File: src/rtl/muldiv_pkg.sv
// Shared encodings for the iterative multiply/divide unit: op codes,
// FSM state type and the per-iteration op class.
package muldiv_pkg;

    localparam logic [1:0] OP_MUL  = 2'b00;
    localparam logic [1:0] OP_MULH = 2'b01;
    localparam logic [1:0] OP_DIV  = 2'b10;
    localparam logic [1:0] OP_REM  = 2'b11;

    typedef enum logic [1:0] {
        IDLE = 2'b00,
        CALC = 2'b01,
        WB   = 2'b10
    } state_t;

    typedef enum logic {
        CLASS_MUL = 1'b0,
        CLASS_DIV = 1'b1
    } op_class_t;

    // DIV and REM share the divider datapath; MUL and MULH share the multiplier.
    function automatic op_class_t op_class(input logic [1:0] op);
        return op[1] ? CLASS_DIV : CLASS_MUL;
    endfunction

endpackage

File: src/rtl/iterative_mul_div_if.sv
// Request / write-back bundle between the execute stage and the mul/div unit.
// master drives requests, slave is the unit itself.
interface iterative_mul_div_if #(
    parameter int WIDTH      = 32,
    parameter int REG_ADDR_W = 5
);
    logic                  start;
    logic [1:0]            op;
    logic                  op_signed;
    logic [WIDTH-1:0]      operand_a;
    logic [WIDTH-1:0]      operand_b;
    logic [REG_ADDR_W-1:0] dest_addr;
    logic                  busy;
    logic                  done;
    logic [REG_ADDR_W-1:0] write_reg_address;
    logic [WIDTH-1:0]      write_data;
    logic                  write_word_enable;

    modport master (
        output start, op, op_signed, operand_a, operand_b, dest_addr,
        input  busy, done, write_reg_address, write_data, write_word_enable
    );

    modport slave (
        input  start, op, op_signed, operand_a, operand_b, dest_addr,
        output busy, done, write_reg_address, write_data, write_word_enable
    );
endinterface

File: src/rtl/muldiv_step.sv
// One combinational iteration: shift-add multiply step or restoring divide step.
// The divide quotient bit is returned separately; acc_next[0] is left 0 for divide.
module muldiv_step
    import muldiv_pkg::*;
#(
    parameter int WIDTH = 32
) (
    input  logic [2*WIDTH-1:0] acc,
    input  logic [WIDTH-1:0]   operand,
    input  op_class_t          op_cls,
    output logic [2*WIDTH-1:0] acc_next,
    output logic               q_bit
);

    logic [WIDTH:0] mul_sum;
    logic [WIDTH:0] div_trial;

    always_comb begin
        mul_sum   = {1'b0, acc[2*WIDTH-1:WIDTH]} + {1'b0, (acc[0] ? operand : '0)};
        // Remainder after the left shift is WIDTH+1 bits wide, hence the wide compare.
        div_trial = acc[2*WIDTH-1:WIDTH-1] - {1'b0, operand};
        acc_next  = '0;
        q_bit     = 1'b0;
        if (op_cls == CLASS_DIV) begin
            q_bit = ~div_trial[WIDTH];
            if (q_bit)
                acc_next = {div_trial[WIDTH-1:0], acc[WIDTH-2:0], 1'b0};
            else
                acc_next = {acc[2*WIDTH-2:WIDTH-1], acc[WIDTH-2:0], 1'b0};
        end else begin
            acc_next = {mul_sum, acc[WIDTH-1:1]};
        end
    end

endmodule

File: src/rtl/iterative_mul_div.sv
// Iterative multiply/divide unit with single-beat register write-back.
// Define MULDIV_SIGNED_EN to add two's-complement operation via op_signed.
//
// state | meaning
// IDLE  | waiting for start; inputs latched on acceptance
// CALC  | WIDTH iterations of muldiv_step, down-counted
// WB    | result on write_data, write_word_enable/done high
module iterative_mul_div
    import muldiv_pkg::*;
#(
    parameter int WIDTH      = 32,
    parameter int REG_ADDR_W = 5
) (
    input logic                clk,
    input logic                rst,
    iterative_mul_div_if.slave bus
);

    localparam int CNT_W = $clog2(WIDTH) + 1;

    state_t                state;
    logic [CNT_W-1:0]      cnt;
    logic [1:0]            op_q;
    logic [REG_ADDR_W-1:0] dest_q;
    logic [2*WIDTH-1:0]    acc;
    logic [WIDTH-1:0]      operand_q;
    logic                  busy_q;
    logic                  done_q;
    logic                  wen_q;
    logic [REG_ADDR_W-1:0] waddr_q;
    logic [WIDTH-1:0]      wdata_q;

    logic [WIDTH-1:0]      a_mag;
    logic [WIDTH-1:0]      b_mag;
    logic [2*WIDTH-1:0]    step_acc;
    logic                  step_q;
    logic [2*WIDTH-1:0]    next_acc;
    logic [2*WIDTH-1:0]    prod;
    logic [WIDTH-1:0]      quo;
    logic [WIDTH-1:0]      rem;
    logic [WIDTH-1:0]      result;

`ifdef MULDIV_SIGNED_EN
    logic neg_q;
    logic rem_neg_q;
    logic b_zero_q;
`else
    logic unused_op_signed;
    assign unused_op_signed = bus.op_signed;
`endif

    always_comb begin
        a_mag = bus.operand_a;
        b_mag = bus.operand_b;
`ifdef MULDIV_SIGNED_EN
        if (bus.op_signed) begin
            if (bus.operand_a[WIDTH-1]) a_mag = -bus.operand_a;
            if (bus.operand_b[WIDTH-1]) b_mag = -bus.operand_b;
        end
`endif
    end

    muldiv_step #(.WIDTH(WIDTH)) u_step (
        .acc      (acc),
        .operand  (operand_q),
        .op_cls   (op_class(op_q)),
        .acc_next (step_acc),
        .q_bit    (step_q)
    );

    assign next_acc = {step_acc[2*WIDTH-1:1],
                       (op_class(op_q) == CLASS_DIV) ? step_q : step_acc[0]};

    // Result is formed from the last iteration's output so WB can register it directly.
    always_comb begin
        prod = next_acc;
        quo  = next_acc[WIDTH-1:0];
        rem  = next_acc[2*WIDTH-1:WIDTH];
`ifdef MULDIV_SIGNED_EN
        if (neg_q) prod = -prod;
        if (neg_q && !b_zero_q) quo = -quo;
        if (rem_neg_q) rem = -rem;
`endif
        case (op_q)
            OP_MUL:  result = prod[WIDTH-1:0];
            OP_MULH: result = prod[2*WIDTH-1:WIDTH];
            OP_DIV:  result = quo;
            default: result = rem;
        endcase
    end

    always_ff @(posedge clk or negedge rst) begin
        if (!rst) begin
            state     <= IDLE;
            cnt       <= '0;
            op_q      <= OP_MUL;
            dest_q    <= '0;
            acc       <= '0;
            operand_q <= '0;
            busy_q    <= 1'b0;
            done_q    <= 1'b0;
            wen_q     <= 1'b0;
            waddr_q   <= '0;
            wdata_q   <= '0;
`ifdef MULDIV_SIGNED_EN
            neg_q     <= 1'b0;
            rem_neg_q <= 1'b0;
            b_zero_q  <= 1'b0;
`endif
        end else begin
            case (state)
                IDLE: begin
                    if (bus.start) begin
                        state     <= CALC;
                        busy_q    <= 1'b1;
                        cnt       <= CNT_W'(WIDTH);
                        op_q      <= bus.op;
                        dest_q    <= bus.dest_addr;
                        if (op_class(bus.op) == CLASS_DIV) begin
                            acc       <= {{WIDTH{1'b0}}, a_mag};
                            operand_q <= b_mag;
                        end else begin
                            acc       <= {{WIDTH{1'b0}}, b_mag};
                            operand_q <= a_mag;
                        end
`ifdef MULDIV_SIGNED_EN
                        neg_q     <= bus.op_signed & (bus.operand_a[WIDTH-1] ^ bus.operand_b[WIDTH-1]);
                        rem_neg_q <= bus.op_signed & bus.operand_a[WIDTH-1];
                        b_zero_q  <= (bus.operand_b == '0);
`endif
                    end
                end
                CALC: begin
                    acc <= next_acc;
                    cnt <= cnt - 1'b1;
                    if (cnt == CNT_W'(1)) begin
                        state   <= WB;
                        wdata_q <= result;
                        waddr_q <= dest_q;
                        wen_q   <= 1'b1;
                        done_q  <= 1'b1;
                    end
                end
                WB: begin
                    state  <= IDLE;
                    busy_q <= 1'b0;
                    wen_q  <= 1'b0;
                    done_q <= 1'b0;
                end
                default: state <= IDLE;
            endcase
        end
    end

    assign bus.busy              = busy_q;
    assign bus.done              = done_q;
    assign bus.write_word_enable = wen_q;
    assign bus.write_reg_address = waddr_q;
    assign bus.write_data        = wdata_q;

endmodule

File: src/flat_wrapper.sv
// flat-port wrapper written by rule: the top's interface ports become plain ports
module iterative_mul_div_flat import muldiv_pkg::*;
#(
    parameter int WIDTH      = 32,
    parameter int REG_ADDR_W = 5
)
  (clk, rst, bus_start, bus_op, bus_op_signed, bus_operand_a, bus_operand_b, bus_dest_addr, bus_busy, bus_done, bus_write_reg_address, bus_write_data, bus_write_word_enable);
  iterative_mul_div_if #(.WIDTH(WIDTH), .REG_ADDR_W(REG_ADDR_W)) bus_i ();
  input logic clk;
  input logic rst;
  input wire logic [$bits(bus_i.start)-1:0] bus_start;
  input wire logic [$bits(bus_i.op)-1:0] bus_op;
  input wire logic [$bits(bus_i.op_signed)-1:0] bus_op_signed;
  input wire logic [$bits(bus_i.operand_a)-1:0] bus_operand_a;
  input wire logic [$bits(bus_i.operand_b)-1:0] bus_operand_b;
  input wire logic [$bits(bus_i.dest_addr)-1:0] bus_dest_addr;
  output wire logic [$bits(bus_i.busy)-1:0] bus_busy;
  output wire logic [$bits(bus_i.done)-1:0] bus_done;
  output wire logic [$bits(bus_i.write_reg_address)-1:0] bus_write_reg_address;
  output wire logic [$bits(bus_i.write_data)-1:0] bus_write_data;
  output wire logic [$bits(bus_i.write_word_enable)-1:0] bus_write_word_enable;
  assign bus_i.start = bus_start;
  assign bus_i.op = bus_op;
  assign bus_i.op_signed = bus_op_signed;
  assign bus_i.operand_a = bus_operand_a;
  assign bus_i.operand_b = bus_operand_b;
  assign bus_i.dest_addr = bus_dest_addr;
  assign bus_busy = bus_i.busy;
  assign bus_done = bus_i.done;
  assign bus_write_reg_address = bus_i.write_reg_address;
  assign bus_write_data = bus_i.write_data;
  assign bus_write_word_enable = bus_i.write_word_enable;
  iterative_mul_div #(.WIDTH(WIDTH), .REG_ADDR_W(REG_ADDR_W)) u_core (.clk(clk), .rst(rst), .bus(bus_i));
endmodule
File: config.mk
export PLATFORM = sky130hd
export DESIGN_NAME = iterative_mul_div_flat
export DESIGN_NICKNAME = d
export VERILOG_FILES = /design/src/rtl/muldiv_pkg.sv /design/src/rtl/iterative_mul_div_if.sv /design/src/rtl/muldiv_step.sv /design/src/rtl/iterative_mul_div.sv /design/src/flat_wrapper.sv
export SDC_FILE = /design/constraint.sdc
export NUM_CORES = 1
export LEC_CHECK = 0
export ABC_AREA = 1
export CAP_MARGIN = 20
export CORE_ASPECT_RATIO = 0.5
export CORE_MARGIN = 2
export CORE_UTILIZATION = 33
export CTS_CLUSTER_SIZE = 30
export DETAILED_ROUTE_END_ITERATION = 6
export PLACE_DENSITY_LB_ADDON = 0.08
export SLEW_MARGIN = 20
export SYNTH_ARGS = -nofsm -noshare
export SYNTH_HDL_FRONTEND = slang
export SYNTH_SLANG_ARGS = --single-unit
export TNS_END_PERCENT = 20
File: constraint.sdc
create_clock -name clk -period 5.7 [get_ports clk]
set_clock_uncertainty 0.1 [all_clocks]
set_input_delay 1.425 -clock clk [delete_from_list [all_inputs] [get_ports clk]]
set_output_delay 1.425 -clock clk [all_outputs]
set_load 0.02 [all_outputs]
Word level (Yosys, flattened, before mapping):

Index checks and enable logic that the tools add are counted.
W data, S select, Z words.

* register bits: 150
* bits of input ports: 75
* output and inout bits: 40
* word-level logic and storage cells: 52

* $add $sub $neg: 3
* equality and inequality tests: 6
* mux-type cells: 20
* bitwise gates (word level): 1
* reductions and logical operators: 12

Operators with widths (number)
* $mux W64: 3
* $mux W32: 4
* $pmux W64 S2: 1
* $add A32 B32 Y33: 1
* $sub A33 B32 Y33: 1
* $pmux W6 S2: 1
* $reduce_and A2 Y1: 6
* $eq A6 B1 Y1 const B: 1
* $mux W6: 1
* $reduce_bool A2 Y1: 3
* $sub A6 B1 Y6 const B: 1
* $mux W1: 5
* $eq A2 B2 Y1 const B: 2
* $logic_not A2 Y1: 2
* $mux W2: 2
* $pmux W1 S2: 2
* $pmux W2 S2: 1
* $eq A2 B1 Y1 const B: 1
* $ne A2 B1 Y1 const B: 1
* $ne A2 B2 Y1 const B: 1
* $reduce_or A2 Y1: 1
* $not A1 Y1: 1

Longest topological paths before layout:

* word-level depth: 5
* depth in mapped cells: 21
* depth with buffers taken out: 20

Cells and area by module:

From an unflattened synthesis, not the netlist that was laid out.

* cells, all modules: 2176
* area total of the unflattened synthesis: 13290.2 um^2

Modules (own cells, without submodules)
* iterative_mul_div: instances 1, cells an instance 883, area an instance 6952.9 um^2, seq. area each 3753.6 um^2
* muldiv_step: instances 1, cells an instance 1293, area an instance 6337.3 um^2, seq. area each 0.0 um^2

Worst setup path after synthesis:

No wires, ideal clock.

* kind: in2reg
* start: input bus_op[1]
* end: register u_core.operand_q[25]
* library setup time: 0.130 ns
* arrival time: 2.458 ns
* data required time: 5.470 ns
* path slack: 3.011 ns
* stages: 7
* buffers on the path: 3
* path through: clkbuf_1 > inv_1 > clkbuf_1 > buf_1 > nand2_1 > o211ai_1 > o21ai_0

* longest elaborated chain between the ends: 2

Ends and longest elaborated chain
* start: declaration: line flat_wrapper.sv:12 `input wire logic [$bits(bus_i.op)-1:0] bus_op;`
* $mux W1: line muldiv_pkg.sv:23 `return op[1] ? CLASS_DIV : CLASS_MUL;`
* $mux W32: line iterative_mul_div.sv:119 `if (op_class(bus.op) == CLASS_DIV) begin`
* end signal: assignment: line iterative_mul_div.sv:121 `operand_q <= b_mag;`
* end signal: assignment: line iterative_mul_div.sv:124 `operand_q <= a_mag;`
* end: declaration: line iterative_mul_div.sv:26 `logic [WIDTH-1:0] operand_q;`

Every way passes these cells.
A chain may end at the register's enable or synchronous reset.

Final worst setup path:

* start: register u_core.acc[31]
* end: register u_core.wdata_q[31], in the netlist u_core.bus.write_data[31]

* longest elaborated chain between the ends: 4

Ends and longest elaborated chain
* start: declaration: line iterative_mul_div.sv:25 `logic [2*WIDTH-1:0] acc;`
* start signal: assignment: line iterative_mul_div.sv:120 `acc <= {{WIDTH{1'b0}}, a_mag};`
* start signal: assignment: line iterative_mul_div.sv:123 `acc <= {{WIDTH{1'b0}}, b_mag};`
* start signal: assignment: line iterative_mul_div.sv:134 `acc <= next_acc;`
* $sub A33 B32 Y33: line muldiv_step.sv:21 `div_trial = acc[2*WIDTH-1:WIDTH-1] - {1'b0, operand};`
* $mux W64: line muldiv_step.sv:26 `if (q_bit)`
* $mux W64: line muldiv_step.sv:24 `if (op_cls == CLASS_DIV) begin`
* $mux W32: line iterative_mul_div.sv:84 `case (op_q)`
* end signal: assignment: line iterative_mul_div.sv:138 `wdata_q <= result;`
* end: declaration: line iterative_mul_div.sv:31 `logic [WIDTH-1:0] wdata_q;`

Every way passes these cells.

==> impl_metrics.tcl <==
set metrics [dict create \
    cts_buffer_depth 2 \
    setup.worst_path.class "reg -> reg" \
    syn2layout_area_growth_pct 15.8 \
    drtPass1Iterations 5 \
    setup_viol 0 \
    layout.nets 2348 \
    ant_nets 0 \
    vdd_ir_drop_max_mv 0.195 \
    status "completed" \
    cts.sinks 150 \
    fillCellCount 4322 \
    worstPathBufferInverterCount 2 \
    io_pins 115 \
    wl_met3_um 3840 \
    slew-limit-headroom_pct 29.3 \
    cp_slowest_cell "fa_1" \
    max_freq_mhz 258 \
    path_max_fanout 33 \
    netlist_instances 2140 \
    grt_overflow 0 \
    die_w_um 285 \
    initial_utilization_pct 33.4 \
    place_congestion 0.958 \
    cts-root-buf "clkbuf_16" \
    max-cap-violations 0 \
    die_area_sq_mm 0.0411 \
    total_power_w 0.00226 \
    hold_buffers 0 \
    synth_ff_type "dfrtp_1" \
    synthDominantCellAreaShare_pct 28.9 \
    layout_common_cells "829 x nand2_1, 324 x inv_1, 162 x nor2_1, 148 x dfrtp_1, 147 x o21ai_0" \
    synth_edf_count 0 \
    grt_antenna_before_repair 1 \
    insertedDiodeCount 0 \
    wirelength_met1_um 27300 \
    postSynth.asyncResetShare_pct 100 \
    synth_area_leaders "dfrtp_1 29%, nand2_1 24%, inv_1 9.5%" \
    yosysTopAreaCell "dfrtp_1" \
    wl_um 50000 \
    grtUsageTotal_pct 24.6 \
    place_ws_ns 1.66 \
    grt_max_degree 86 \
    setup_ws_ns 1.82 \
    worstSkewPairLatency_ns 0.44 \
    vias 13300 \
    grt_pass1_wl_um 75300 \
    avgViaCountPerCell 4.83 \
    reg2reg_slack_ns 1.82 \
    p_leak_nw 8.29 \
    syn_nets 2283 \
    slew_viol_final 0 \
    cp.arrival_ns 4.11 \
    slowest_delay_ns 0.51 \
    seq_area_frac_synth_pct 28.9 \
    drt-initial-drc-count 1344 \
    finalCriticalPeriod_ns 3.88 \
    post-route-period-util_pct 68.0 \
    yosys_warnings 0 \
    critPathLaunchType "flip-flop" \
    core_sq_mm 0.0389 \
    cellPowerDensity_mw_per_mm2 150 \
    cts-resized-gates 0 \
    rows 51 \
    path_delay_family "simple AND/OR/NAND/NOR gates" \
    final_common_cell "nand2_1" \
    grt_pass1_vias 12200 \
    rsz0062_at_grt "false" \
    synth.distinct_cells 42 \
    dp_hpwl_um 38900 \
    worst_pin_slew_ns 1.06 \
    required_ns 5.93 \
    drive_gt1_share_pct 3.92 \
    port-buffer-count 113 \
    drc 0 \
    hold_viol 0 \
    synth.avg_cell_area_sq_um 6.07 \
    fin_tns_setup_ns 0 \
    cpMostUsedCell "nand2_1" \
    cp-end-kind "flip-flop" \
    wl_per_cell_um 18.2 \
    die_h_um 144 \
    path_cells "inv_1 > ha_1 > inv_1 > fa_1 > nand2_1 > nand2_1 > nand3b_1 > nand2_2 > nand2_2 > nand2_2 > nand2_4 > nand2_4 > nand2_2 > nand2_4 > nand2_1 > nand2_1 > nand2_1 > nand3_1 > nand2_1 > nand2_1" \
    ys_seq_elements 150 \
    highest_layer "met4" \
    post-cts-setup-buffer-count 0 \
    routed-wl-met2_um 18300 \
    mappedNetlistArea_sq_mm 0.0130 \
    path_clk_slew_ns 0.06 \
    htree_levels 4 \
    cts_tree "built" \
    hold_class "reg -> reg" \
    cts_made_buffers 17 \
]
-- power by group --
group / total (W) / internal [W] / switching [W]
Sequential: 0.00106 / 0.00106 / 0
Combinational: 0.000117 / 0.0000545 / 0.0000630
Clock: 0.00107 / 0.000580 / 0.000493
Total: 0.00226 / 0.00170 / 0.000556
-- state kept, by name, indices dropped and copies added, names as in the netlist --
register	cells
u_core.acc	64
u_core.cnt	6
u_core.operand_q	32
u_core.bus.busy	1
u_core.bus.done	1
u_core.dest_q	5
u_core.state	2
u_core.bus.write_data	32
u_core.op_q	2
u_core.bus.write_reg_address	5
-- layout make-up --
class                   count  area, sq um  area share, %
multi-input cells        1579         7630           50.7
flip-flops and latches    150         3760           25.0
inverters                 331         1240           8.26
repair buffers            126         1220           8.14
well taps                 530          663           4.41
clock buffers              22          464           3.08
clock inverters            10         71.3          0.474
-- Yosys cell counts (5+ instances only) --
cell / count
o211ai_1: 33
ha_1: 66
o21a_1: 5
dfrtp_1: 150
xor2_1: 7
inv_1: 328
buf_6: 5
nand4_1: 13
o21ai_1: 12
nand3_1: 118
nand2_1: 829
buf_1: 9
or2_2: 6
xnor2_1: 8
clkbuf_1: 54
o21ai_0: 147
a21o_1: 7
nand2_2: 19
nand3b_1: 12
o221ai_1: 30
buf_2: 10
a21oi_1: 68
nor3_1: 11
nor2_1: 162
-- cell families after synthesis --
logic type / count (synthesis) / synth area share, %
AOI/OAI and AO/OA: 311 / 14.0
muxes: 1 / 0.0770
adders and majority gates: 68 / 6.66
and+or+nand+nor: 1184 / 37.0
buffers and inverters: 411 / 12.4
DFF: 150 / 28.9
xor gates and xnor gates: 15 / 1.01
-- path summary, 6_finish.rpt --
path	startpoint	to	cells after the start
max in group asynchronous	rst	u_core.acc[14]	2
setup reg to reg	u_core.acc[31]	u_core.bus.write_data[31]	20
hold reg to reg	u_core.bus.write_data[14]	u_core.bus.write_data[14]	2
min in group asynchronous	rst	u_core.bus.write_data[5]	1
setup / recovery	u_core.acc[31]	u_core.bus.write_data[31]	20
hold / removal	u_core.bus.write_data[14]	u_core.bus.write_data[14]	2
-- worst register-to-register path: stages, from the launching register on --
cell and delay [ns]:
dfrtp_1 0.36, inv_1 0.17, ha_1 0.34, inv_1 0.13, fa_1 0.51, nand2_1 0.12, nand2_1 0.05, nand3b_1 0.11
nand2_2 0.11, nand2_2 0.08, nand2_2 0.10, nand2_4 0.12, nand2_4 0.06, nand2_2 0.07, nand2_4 0.26, nand2_1 0.38
nand2_1 0.08, nand2_1 0.09, nand3_1 0.19, nand2_1 0.26, nand2_1 0.07
-- per-layer routing --
layer  GRT usage (%)  vias to the layer above
met1            39.3                     6055
li1                -                     6862
met5               0                        -
met3            5.80                       27
met2            32.2                      339
met4            4.65                        0
-- through the flow --
stage / hold slack [ns] / util, % / cell area, sq um / cells
finish: 0.378 / 38.7 / 15000 / 2748
global route: 0.403 / 38.7 / 15000 / 2748
CTS: 0.385 / 38.7 / 15000 / 2748
detailed placement: 0.368 / 37.3 / 14500 / 2716
global placement: 0.362 / 37.3 / 14500 / 2716
floorplan: 0.353 / - / 13000 / 2140
(Power assumes the default switching activity.)
